## src/rtl/mem_seq_master_if.sv

```systemverilog
// -----------------------------------------------------------------------------
// mem_seq_master_if
//   Valid/ready single-port memory bus between a request initiator (master)
//   and a memory (slave). The master holds valid, wr_rd, addr and wdata
//   stable until the slave raises ready. A beat completes on a clk edge with
//   valid && ready. On a read beat the slave supplies rdata on that edge.
//
//   Signals:
//     valid  master->slave  request valid
//     wr_rd  master->slave  1 = write, 0 = read
//     addr   master->slave  word address (N bits)
//     wdata  master->slave  write data (W bits)
//     ready  slave->master  beat completion
//     rdata  slave->master  read data, valid on the completing edge of a read
// -----------------------------------------------------------------------------
interface mem_seq_master_if #(
    parameter int W = 4,
    parameter int N = 4
);
    logic         valid;
    logic         wr_rd;
    logic [N-1:0] addr;
    logic [W-1:0] wdata;
    logic         ready;
    logic [W-1:0] rdata;

    modport master (
        output valid, wr_rd, addr, wdata,
        input  ready, rdata
    );

    modport slave (
        input  valid, wr_rd, addr, wdata,
        output ready, rdata
    );
endinterface

```

## src/rtl/mem_seq_master.sv

```systemverilog
// -----------------------------------------------------------------------------
// mem_seq_master
//   Burst initiator for a valid/ready single-port memory. It accepts one
//   command (op, start address, beat count), walks sequential addresses that
//   wrap modulo D, writes the pattern (D - addr) truncated to W bits, and
//   streams every read back out. For ops 10 and 11 it also compares the read
//   data with the pattern and records the mismatch count and the first
//   failing address.
//
//   Ports:
//     clk, res                 clock, asynchronous active-high reset
//     cmd_valid / cmd_ready    command handshake (ready only in IDLE)
//     cmd_op                   00 write, 01 read, 10 write-then-read,
//                              11 interleaved write/read per address
//     cmd_start, cmd_num       first address, beats per direction
//     mem                      memory bus, master side
//     rd_valid/rd_addr/rd_data one-cycle report of each completed read
//     busy, done               command in progress / end-of-command pulse
//     err_cnt, first_err_addr  read-check results for the current command
// -----------------------------------------------------------------------------
module mem_seq_master #(
    parameter  int W = 4,
    parameter  int D = 16,
    localparam int N = $clog2(D)
) (
    input  logic             clk,
    input  logic             res,

    input  logic             cmd_valid,
    output logic             cmd_ready,
    input  logic [1:0]       cmd_op,
    input  logic [N-1:0]     cmd_start,
    input  logic [N:0]       cmd_num,

    mem_seq_master_if.master mem,

    output logic             rd_valid,
    output logic [N-1:0]     rd_addr,
    output logic [W-1:0]     rd_data,
    output logic             busy,
    output logic             done,
    output logic [N:0]       err_cnt,
    output logic [N-1:0]     first_err_addr
);

    localparam logic [1:0] OP_WR    = 2'b00;
    localparam logic [1:0] OP_RD    = 2'b01;
    localparam logic [1:0] OP_WR_RD = 2'b10;
    localparam logic [1:0] OP_IL    = 2'b11;

    typedef enum logic [1:0] {
        IDLE,
        WR,
        RD,
        FIN
    } state_t;

    state_t       state;
    logic [1:0]   op_r;
    logic [N-1:0] start_r;
    logic [N:0]   num_r;
    logic [N:0]   cnt;        // beats (or write/read pairs) finished in this pass
    logic [N:0]   cnt_inc;
    logic [N-1:0] addr_nxt;

    // Deterministic write pattern; also the reference for read checking.
    function automatic logic [W-1:0] pattern(input logic [N-1:0] a);
        return W'(D - int'(a));
    endfunction

    // Sequential address with wrap at D-1 (D need not be a power of two).
    function automatic logic [N-1:0] next_addr(input logic [N-1:0] a);
        return (int'(a) == D - 1) ? '0 : a + 1'b1;
    endfunction

    assign cnt_inc   = cnt + 1'b1;
    assign addr_nxt  = next_addr(mem.addr);
    assign cmd_ready = (state == IDLE) && !res;

    // NOTE: every register here is assigned with <= so all of them update
    // together from pre-edge values; a blocking '=' would let later lines see
    // half-updated state and break the one-cycle handshake timing.
    always_ff @(posedge clk or posedge res) begin
        if (res) begin
            state          <= IDLE;
            op_r           <= OP_WR;
            start_r        <= '0;
            num_r          <= '0;
            cnt            <= '0;
            mem.valid      <= 1'b0;
            mem.wr_rd      <= 1'b0;
            mem.addr       <= '0;
            mem.wdata      <= '0;
            rd_valid       <= 1'b0;
            rd_addr        <= '0;
            rd_data        <= '0;
            busy           <= 1'b0;
            done           <= 1'b0;
            err_cnt        <= '0;
            first_err_addr <= '0;
        end else begin
            rd_valid <= 1'b0;
            done     <= 1'b0;

            unique case (state)
                IDLE: begin
                    if (cmd_valid && cmd_ready) begin
                        op_r           <= cmd_op;
                        start_r        <= cmd_start;
                        num_r          <= cmd_num;
                        cnt            <= '0;
                        err_cnt        <= '0;
                        first_err_addr <= '0;
                        busy           <= 1'b1;
                        mem.addr       <= cmd_start;
                        mem.wdata      <= pattern(cmd_start);
                        if (cmd_num == '0) begin
                            state <= FIN;
                            done  <= 1'b1;
                        end else if (cmd_op == OP_RD) begin
                            state     <= RD;
                            mem.valid <= 1'b1;
                            mem.wr_rd <= 1'b0;
                        end else begin
                            state     <= WR;
                            mem.valid <= 1'b1;
                            mem.wr_rd <= 1'b1;
                        end
                    end
                end

                // valid is always high in WR/RD, so ready alone marks completion.
                WR: begin
                    if (mem.ready) begin
                        if (op_r == OP_IL) begin
                            // Read back the address just written.
                            state     <= RD;
                            mem.wr_rd <= 1'b0;
                        end else if (cnt_inc == num_r) begin
                            if (op_r == OP_WR_RD) begin
                                state     <= RD;
                                mem.wr_rd <= 1'b0;
                                cnt       <= '0;
                                mem.addr  <= start_r;
                                mem.wdata <= pattern(start_r);
                            end else begin
                                state     <= FIN;
                                mem.valid <= 1'b0;
                                done      <= 1'b1;
                            end
                        end else begin
                            cnt       <= cnt_inc;
                            mem.addr  <= addr_nxt;
                            mem.wdata <= pattern(addr_nxt);
                        end
                    end
                end

                RD: begin
                    if (mem.ready) begin
                        rd_valid <= 1'b1;
                        rd_addr  <= mem.addr;
                        rd_data  <= mem.rdata;
                        // op[1] set means the data is expected to be our pattern.
                        if (op_r[1] && (mem.rdata != pattern(mem.addr))) begin
                            if (err_cnt == '0) begin
                                first_err_addr <= mem.addr;
                            end
                            if (err_cnt != '1) begin
                                err_cnt <= err_cnt + 1'b1;
                            end
                        end
                        if (cnt_inc == num_r) begin
                            state     <= FIN;
                            mem.valid <= 1'b0;
                            done      <= 1'b1;
                        end else begin
                            cnt       <= cnt_inc;
                            mem.addr  <= addr_nxt;
                            mem.wdata <= pattern(addr_nxt);
                            if (op_r == OP_IL) begin
                                state     <= WR;
                                mem.wr_rd <= 1'b1;
                            end
                        end
                    end
                end

                FIN: begin
                    busy  <= 1'b0;
                    state <= IDLE;
                end

                default: begin
                    state     <= IDLE;
                    mem.valid <= 1'b0;
                    busy      <= 1'b0;
                end
            endcase
        end
    end

endmodule

```

## src/flat_wrapper.sv

```systemverilog
// flat-port wrapper written by rule: the top's interface ports become plain ports
module mem_seq_master_flat 
#(
    parameter  int W = 4,
    parameter  int D = 16,
    localparam int N = $clog2(D)
)
  (clk, res, cmd_valid, cmd_ready, cmd_op, cmd_start, cmd_num, rd_valid, rd_addr, rd_data, busy, done, err_cnt, first_err_addr, mem_valid, mem_wr_rd, mem_addr, mem_wdata, mem_ready, mem_rdata);
  mem_seq_master_if #(.W(W), .N(($clog2(D)))) mem_i ();
  input  logic clk;
  input  logic res;
  input  logic cmd_valid;
  output logic cmd_ready;
  input  logic [1:0] cmd_op;
  input  logic [N-1:0] cmd_start;
  input  logic [N:0] cmd_num;
  output logic rd_valid;
  output logic [N-1:0] rd_addr;
  output logic [W-1:0] rd_data;
  output logic busy;
  output logic done;
  output logic [N:0] err_cnt;
  output logic [N-1:0] first_err_addr;
  output wire logic [$bits(mem_i.valid)-1:0] mem_valid;
  output wire logic [$bits(mem_i.wr_rd)-1:0] mem_wr_rd;
  output wire logic [$bits(mem_i.addr)-1:0] mem_addr;
  output wire logic [$bits(mem_i.wdata)-1:0] mem_wdata;
  input wire logic [$bits(mem_i.ready)-1:0] mem_ready;
  input wire logic [$bits(mem_i.rdata)-1:0] mem_rdata;
  assign mem_valid = mem_i.valid;
  assign mem_wr_rd = mem_i.wr_rd;
  assign mem_addr = mem_i.addr;
  assign mem_wdata = mem_i.wdata;
  assign mem_i.ready = mem_ready;
  assign mem_i.rdata = mem_rdata;
  mem_seq_master #(.W(W), .D(D)) u_core (.clk(clk), .res(res), .cmd_valid(cmd_valid), .cmd_ready(cmd_ready), .cmd_op(cmd_op), .cmd_start(cmd_start), .cmd_num(cmd_num), .mem(mem_i), .rd_valid(rd_valid), .rd_addr(rd_addr), .rd_data(rd_data), .busy(busy), .done(done), .err_cnt(err_cnt), .first_err_addr(first_err_addr));
endmodule
```

## config.mk

```make
export PLATFORM = sky130hd
export DESIGN_NAME = mem_seq_master_flat
export DESIGN_NICKNAME = d
export VERILOG_FILES = /design/src/rtl/mem_seq_master_if.sv /design/src/rtl/mem_seq_master.sv /design/src/flat_wrapper.sv
export SDC_FILE = /design/constraint.sdc
export NUM_CORES = 1
export LEC_CHECK = 0
export BUFFER_PORTS_ARGS = -buffer_cell sky130_fd_sc_hd__buf_2
export CAP_MARGIN = 20
export CORE_ASPECT_RATIO = 0.5
export CORE_MARGIN = 4
export CORE_UTILIZATION = 40
export CTS_BUF_LIST = sky130_fd_sc_hd__clkbuf_16
export CTS_CLUSTER_DIAMETER = 30
export CTS_CLUSTER_SIZE = 30
export DETAILED_ROUTE_END_ITERATION = 12
export GPL_ROUTABILITY_DRIVEN = 0
export PLACE_DENSITY_LB_ADDON = 0.25
export SLEW_MARGIN = 20
export SYNTH_ARGS = -nofsm -noshare
export SYNTH_HDL_FRONTEND = slang
export SYNTH_SLANG_ARGS = --single-unit
```

## constraint.sdc

```tcl
create_clock -name clk -period 2.6 [get_ports clk]
set_input_delay 0.39 -clock clk [delete_from_list [all_inputs] [get_ports clk]]
set_output_delay 0.39 -clock clk [all_outputs]
set_load 0.1 [all_outputs]
```

# Yosys cells after proc, flatten, opt, wreduce, memory -nomap -nowiden
# Cells that the tools add are included.
# totals
word_cells,147
ff_bits,48
in_bits,19
# op_classes
add_sub_neg,7
reduce_logical,19
n_eq_ne,27
mux,78
# op_table
op,n
4-bit two-way mux,19
5-bit two-way mux,10
1-bit two-way mux,30
4-bit case mux with 3 select lines,2
2-bit two-way mux,9
9-bit AND reduction,2
1-bit by 4-bit subtractor with 4-bit output (first input constant),4
5-bit case mux with 3 select lines,1
5-bit AND reduction,3
2-bit != test (second input constant),7
2-bit by 1-bit != test with 1-bit output (second input constant),6
5-bit by 1-bit adder with 5-bit output (second input constant),2
5-bit logical NOT,2
5-bit case mux with 2 select lines,1
3-bit by 1-bit != test with 1-bit output (second input constant),3
1-bit case mux with 3 select lines,3
2-bit equality test (second input constant),4
2-bit case mux with 4 select lines,1
4-bit case mux with 2 select lines,1
7-bit AND reduction,1
2-bit AND reduction,3
5-bit equality test,1
5-bit != test (second input constant),1
4-bit by 1-bit adder with 4-bit output (second input constant),1
10 further kinds,14

# Logic depth before layout (Yosys ltp)
# depth
word_depth,7
depth_mapped,11

# Worst setup path after synthesis
# OpenSTA, ideal clock, no wires.
# synth_path
path_kind,register -> register
from,"register, netlist name u_core.mem.wdata[0]"
to,register u_core.first_err_addr[0]
path_stages_with_launch,10
t_required_ns,2.477
arrival_time_ns,2.929
path_slack_ns,-0.452
cell_sequence,dfrtp_1 > clkbuf_1 > inv_1 > ha_1 > clkbuf_1 > xnor2_1 > nand3_1 > o31ai_1 > nor3_1 > a22o_1
# synth_rtl
item,line,source
"end signal, assigned",mem_seq_master.sv:167,first_err_addr <= mem.addr;
"end, declared",mem_seq_master.sv:43,output logic [N-1:0] first_err_addr

# Worst setup path after layout
# layout_path
from,register u_core.cnt[0]
to,register u_core.mem.valid
# layout_via
elab_chain_len,4
# layout_rtl
item,line,source
"start, declared",mem_seq_master.sv:62,logic [N:0] cnt;
"start signal, assigned",mem_seq_master.sv:152,cnt <= cnt_inc;
"start signal, assigned",mem_seq_master.sv:178,cnt <= cnt_inc;
5-bit by 1-bit adder with 5-bit output (*),mem_seq_master.sv:76,assign cnt_inc = cnt + 1'b1;
5-bit equality test (*),"mem_seq_master.sv:139, mem_seq_master.sv:173",
2-bit by 1-bit != test with 1-bit output (no line),--,
9-bit AND reduction (no line) (*),--,
"end signal, assigned",mem_seq_master.sv:90,mem.valid <= 1'b0;
"end signal, assigned",mem_seq_master.sv:148,mem.valid <= 1'b0;
"end signal, assigned",mem_seq_master.sv:175,mem.valid <= 1'b0;
"end, declared",mem_seq_master_if.sv:28,"output valid, wr_rd, addr, wdata,"
# Every way passes the cells marked *; elsewhere a longest branch is shown, timed or not.
# A chain may end at the register's enable or synchronous reset.

==> metrics.txt <==
# TYPE chip_impl_metric gauge
chip_impl_metric{name="max_clock_freq",unit="GHz"} 0.419
chip_impl_metric{name="grt_pass1_vias",unit=""} 2331
chip_impl_info{name="hold_path_class",value="in2async"} 1
chip_impl_info{name="critPathLaunchType",value="flop"} 1
chip_impl_metric{name="critPathMaxFanout",unit=""} 16
chip_impl_metric{name="average_vias_per_placed_instance",unit=""} 5.27
chip_impl_metric{name="synthMuxAreaShare",unit=""} 0.0792
chip_impl_info{name="critical_path_cell_with_the_highest_stage_delay",value="sky130_fd_sc_hd__dfrtp_1"} 1
chip_impl_info{name="dominant_combinational_cell_family_by_area_after_synthesis",value="compound AO/OA/AOI/OAI gates"} 1
chip_impl_metric{name="synthSimpleGateAreaFrac",unit=""} 0.148
chip_impl_info{name="cp-end-kind",value="flop"} 1
chip_impl_metric{name="wl_per_instance",unit="µm"} 15.4
chip_impl_metric{name="drt_iter0_drc",unit=""} 156
chip_impl_metric{name="timing.max_cap.violations",unit=""} 0
chip_impl_metric{name="port_buffers",unit=""} 49
chip_impl_metric{name="rr_worst_depth",unit=""} 8
chip_impl_metric{name="drcViolationCount",unit=""} 0
chip_impl_metric{name="syn_inst",unit=""} 310
chip_impl_metric{name="drt_pre_antenna_iters",unit=""} 4
chip_impl_metric{name="timing_hold_violations_final",unit=""} 0
chip_impl_metric{name="clk-insertion-delay-late",unit="ns"} 0.29
chip_impl_metric{name="grt_start_max_net_pins",unit=""} 48
chip_impl_metric{name="finalNetCount",unit=""} 387
chip_impl_metric{name="fin_crit_period",unit="ns"} 2.38
chip_impl_info{name="synthTopCellsByArea",value="sky130_fd_sc_hd__dfrtp_1, sky130_fd_sc_hd__ha_1, sky130_fd_sc_hd__mux2_2"} 1
chip_impl_info{name="yosys_most_used_dff",value="sky130_fd_sc_hd__dfrtp_1"} 1
chip_impl_metric{name="initial_utilization",unit=""} 0.424
chip_impl_metric{name="rows",unit=""} 21
chip_impl_metric{name="setup_total_negative_slack",unit="ns"} 0
chip_impl_metric{name="synth.avg_cell_area",unit="µm²"} 9.38
chip_impl_metric{name="n_antenna_cell",unit=""} 0
chip_impl_metric{name="grt_antenna_before_repair",unit=""} 0
chip_impl_info{name="cell_type_group_with_the_largest_total_delay_on_the_critical_path",value="compound AO/OA/AOI/OAI gates"} 1
chip_impl_metric{name="critPathArrivalTime",unit="ns"} 2.56
chip_impl_info{name="outcome",value="finished, final reports clean"} 1
chip_impl_metric{name="synth_cell_type_count",unit=""} 54
chip_impl_metric{name="utilization",unit=""} 0.494
chip_impl_metric{name="cts_setup_buffers",unit=""} 0
chip_impl_metric{name="layout_worst_path_cycle_share",unit=""} 0.917
chip_impl_metric{name="mappedNetlistNets",unit=""} 343
chip_impl_metric{name="clkSlewWorstSetupHoldPaths",unit="ns"} 0.07
chip_impl_metric{name="drive_above_1_share",unit=""} 0.259
chip_impl_metric{name="cp.buffers_inverters",unit=""} 1
chip_impl_metric{name="cpPeakStageDelay",unit="ns"} 0.43
chip_impl_metric{name="synth_top_cell_area_share",unit=""} 0.404
chip_impl_metric{name="wl",unit="mm"} 6.90
chip_impl_metric{name="grt_remaining_overflow",unit=""} 0
chip_impl_metric{name="dieHeight",unit="µm"} 68.3
chip_impl_metric{name="report.final.setup_viol",unit=""} 0
chip_impl_metric{name="synthAdderAreaFrac",unit=""} 0.0602
chip_impl_metric{name="synth_seq_area_share",unit=""} 0.404
chip_impl_info{name="tritoncts",value="done"} 1
chip_impl_metric{name="synth.yosys.warnings",unit=""} 0
chip_impl_metric{name="synth_compound_gate_area_share",unit=""} 0.187
chip_impl_metric{name="req_time_crit_path",unit="ns"} 2.77
chip_impl_metric{name="synth-xor-area-share",unit=""} 0.0572
chip_impl_metric{name="syn_to_final_growth",unit="%"} 16.6
chip_impl_metric{name="slew_at_the_pin_with_the_worst_max_slew_slack",unit="ns"} 0.718
chip_impl_metric{name="cts-htree-levels",unit=""} 2
chip_impl_metric{name="placedInstanceArea",unit="µm²"} 3220
chip_impl_metric{name="maxSlewViolCount",unit=""} 0
chip_impl_metric{name="place.detailed.hpwl",unit="mm"} 5.10
chip_impl_metric{name="global_route.usage.total",unit=""} 0.169
chip_impl_metric{name="design.die.area",unit="µm²"} 8780
chip_impl_info{name="critical_path.reg2reg.endpoint",value="u_core.mem.valid"} 1
chip_impl_metric{name="synth_edf_count",unit=""} 0
chip_impl_metric{name="core_ar",unit="µm²"} 6860
chip_impl_metric{name="buffer_depth_of_the_longest_clock_path",unit=""} 2
chip_impl_metric{name="grt_pass1_wl",unit="mm"} 11.6
chip_impl_metric{name="synth_async_sr_flop_share",unit=""} 1.00
chip_impl_metric{name="mappedNetlistArea",unit="µm²"} 2910
chip_impl_metric{name="final_cell_count_no_fill",unit=""} 447
chip_impl_metric{name="detail-route-antenna-nets",unit=""} 0
chip_impl_info{name="worstReg2RegStart",value="u_core.cnt[0]"} 1
chip_impl_metric{name="die_width",unit="µm"} 129
chip_impl_info{name="rsz0062_at_grt",value="false"} 1
chip_impl_info{name="crit_chain",value="ha_1 -> nor3b_1 -> o21a_1 -> o311ai_4 -> buf_6 -> a21oi_1 -> o21ai_0 -> mux2_2"} 1
chip_impl_metric{name="cts_made_buffers",unit=""} 5
chip_impl_metric{name="num_io_pins",unit=""} 50
chip_impl_metric{name="worst_clock_skew",unit="ns"} 0.00717
chip_impl_metric{name="maxSlewHeadroom",unit=""} 0.520
chip_impl_metric{name="synth.ff_latch_count",unit=""} 47
chip_impl_metric{name="via_count",unit=""} 2357
chip_impl_info{name="criticalPathCategory",value="reg2reg"} 1
chip_impl_metric{name="fillers",unit=""} 635
chip_impl_metric{name="placedCellCount",unit=""} 439
chip_impl_info{name="synth_area_leader",value="sky130_fd_sc_hd__dfrtp_1"} 1
chip_impl_metric{name="rrSetupSlack",unit="ns"} 0.22
chip_impl_metric{name="finish.instance_area",unit="µm²"} 3390
chip_impl_metric{name="cts.sink_count",unit=""} 47
chip_impl_info{name="clockRootBuffer",value="sky130_fd_sc_hd__clkbuf_16"} 1
[worst min-delay path, cell delays in order]
cell and delay [ns]:
sky130_fd_sc_hd__buf_2 0.11, sky130_fd_sc_hd__inv_2 0.05, sky130_fd_sc_hd__buf_4 0.50
[registers in the layout, indices dropped and copies added (netlist names), 2 cells and up]
register               flops
u_core.cnt                 5
u_core.err_cnt             5
u_core.first_err_addr      4
u_core.mem.addr            3
u_core.mem.wdata           4
u_core.num_r               5
u_core.op_r                2
u_core.rd_addr             4
u_core.rd_data             4
u_core.start_r             4
u_core.state               2
[worst max-delay path by stage]
stage	from	endpoint	slack (ns)	cells after the start
floorplan	u_core.mem.addr[1]	u_core.first_err_addr[0]	0.007	9
global route	u_core.mem.wdata[0]	u_core.err_cnt[2]	0.01	8
CTS	u_core.cnt[0]	u_core.mem.wr_rd	0.18	8
detailed placement	u_core.cnt[0]	u_core.mem.valid	0.21	8
global placement	u_core.mem.wdata[0]	u_core.err_cnt[2]	0.27	8
finish	u_core.cnt[0]	u_core.mem.valid	0.22	8
[cell usage after synthesis, types with 3 or more instances]
cell type / n
sky130_fd_sc_hd__dfrtp_1: 47
sky130_fd_sc_hd__o31ai_1: 6
sky130_fd_sc_hd__nand2b_1: 3
sky130_fd_sc_hd__o21ai_1: 3
sky130_fd_sc_hd__nor3_1: 9
sky130_fd_sc_hd__xnor2_1: 14
sky130_fd_sc_hd__inv_1: 19
sky130_fd_sc_hd__a31oi_1: 5
sky130_fd_sc_hd__a22oi_1: 4
sky130_fd_sc_hd__nor2b_1: 5
sky130_fd_sc_hd__ha_1: 14
sky130_fd_sc_hd__a21oi_1: 8
sky130_fd_sc_hd__mux2_2: 15
sky130_fd_sc_hd__nand2_1: 35
sky130_fd_sc_hd__buf_4: 3
sky130_fd_sc_hd__mux2i_1: 5
sky130_fd_sc_hd__o21ai_0: 24
sky130_fd_sc_hd__nor2_1: 23
sky130_fd_sc_hd__xor2_1: 5
sky130_fd_sc_hd__clkbuf_1: 11
sky130_fd_sc_hd__nand3_1: 11
sky130_fd_sc_hd__a22o_1: 3
[cells in the final DEF, fill, tap and decap left out, types with 6 or more instances in the layout]
master,n
sky130_fd_sc_hd__o31ai_1,6
sky130_fd_sc_hd__a21oi_1,8
sky130_fd_sc_hd__nor2_1,23
sky130_fd_sc_hd__dfrtp_1,45
sky130_fd_sc_hd__xnor2_1,14
sky130_fd_sc_hd__buf_4,6
sky130_fd_sc_hd__buf_2,49
sky130_fd_sc_hd__o21ai_0,23
sky130_fd_sc_hd__nor3_1,9
sky130_fd_sc_hd__ha_1,14
sky130_fd_sc_hd__inv_1,18
sky130_fd_sc_hd__mux2_2,15
sky130_fd_sc_hd__nand3_1,11
sky130_fd_sc_hd__nand2_1,35
[metal layers]
metal | GRT usage | wire [µm]
met5 | 0 | 0
met4 | 0.0563 | 94
met3 | 0.0421 | 319
met2 | 0.276 | 3160
met1 | 0.222 | 3330
[cell families after synthesis]
logic type	count (synthesis)
and+or+nand+nor	95
AOI/OAI and AO/OA	75
DFF	47
buffers and inverters	39
muxes	21
xor gates and xnor gates	19
adders and majority gates	14
[layout make-up]
cell class / count / area (µm²) / share of cell area
clock buffers: 5 / 125 / 0.0369
clock inverters: 3 / 43.8 / 0.0129
inverters: 20 / 75.1 / 0.0221
multi-input cells: 224 / 1550 / 0.456
flip-flops and latches: 47 / 1180 / 0.349
well taps: 92 / 115 / 0.0340
repair buffers: 56 / 302 / 0.0890
[through the flow]
step	hold slack (ns)	setup WS, ns
3_5_place_dp	0.461	0.213
5_1_grt	0.347	0.0150
2_1_floorplan	0.473	0.00721
6_report	0.285	0.215
3_3_place_gp	0.460	0.267
4_1_cts	0.307	0.178
[timing repair]
item,CTS,global route
hold buffers,0,0
hold endpoints to repair,0,0
endpoints found under the setup margin,0,4
gates resized for setup,0,2
Power is not shown: default switching activity piles up to over one toggle a cycle in this logic, so the estimate is an artifact.
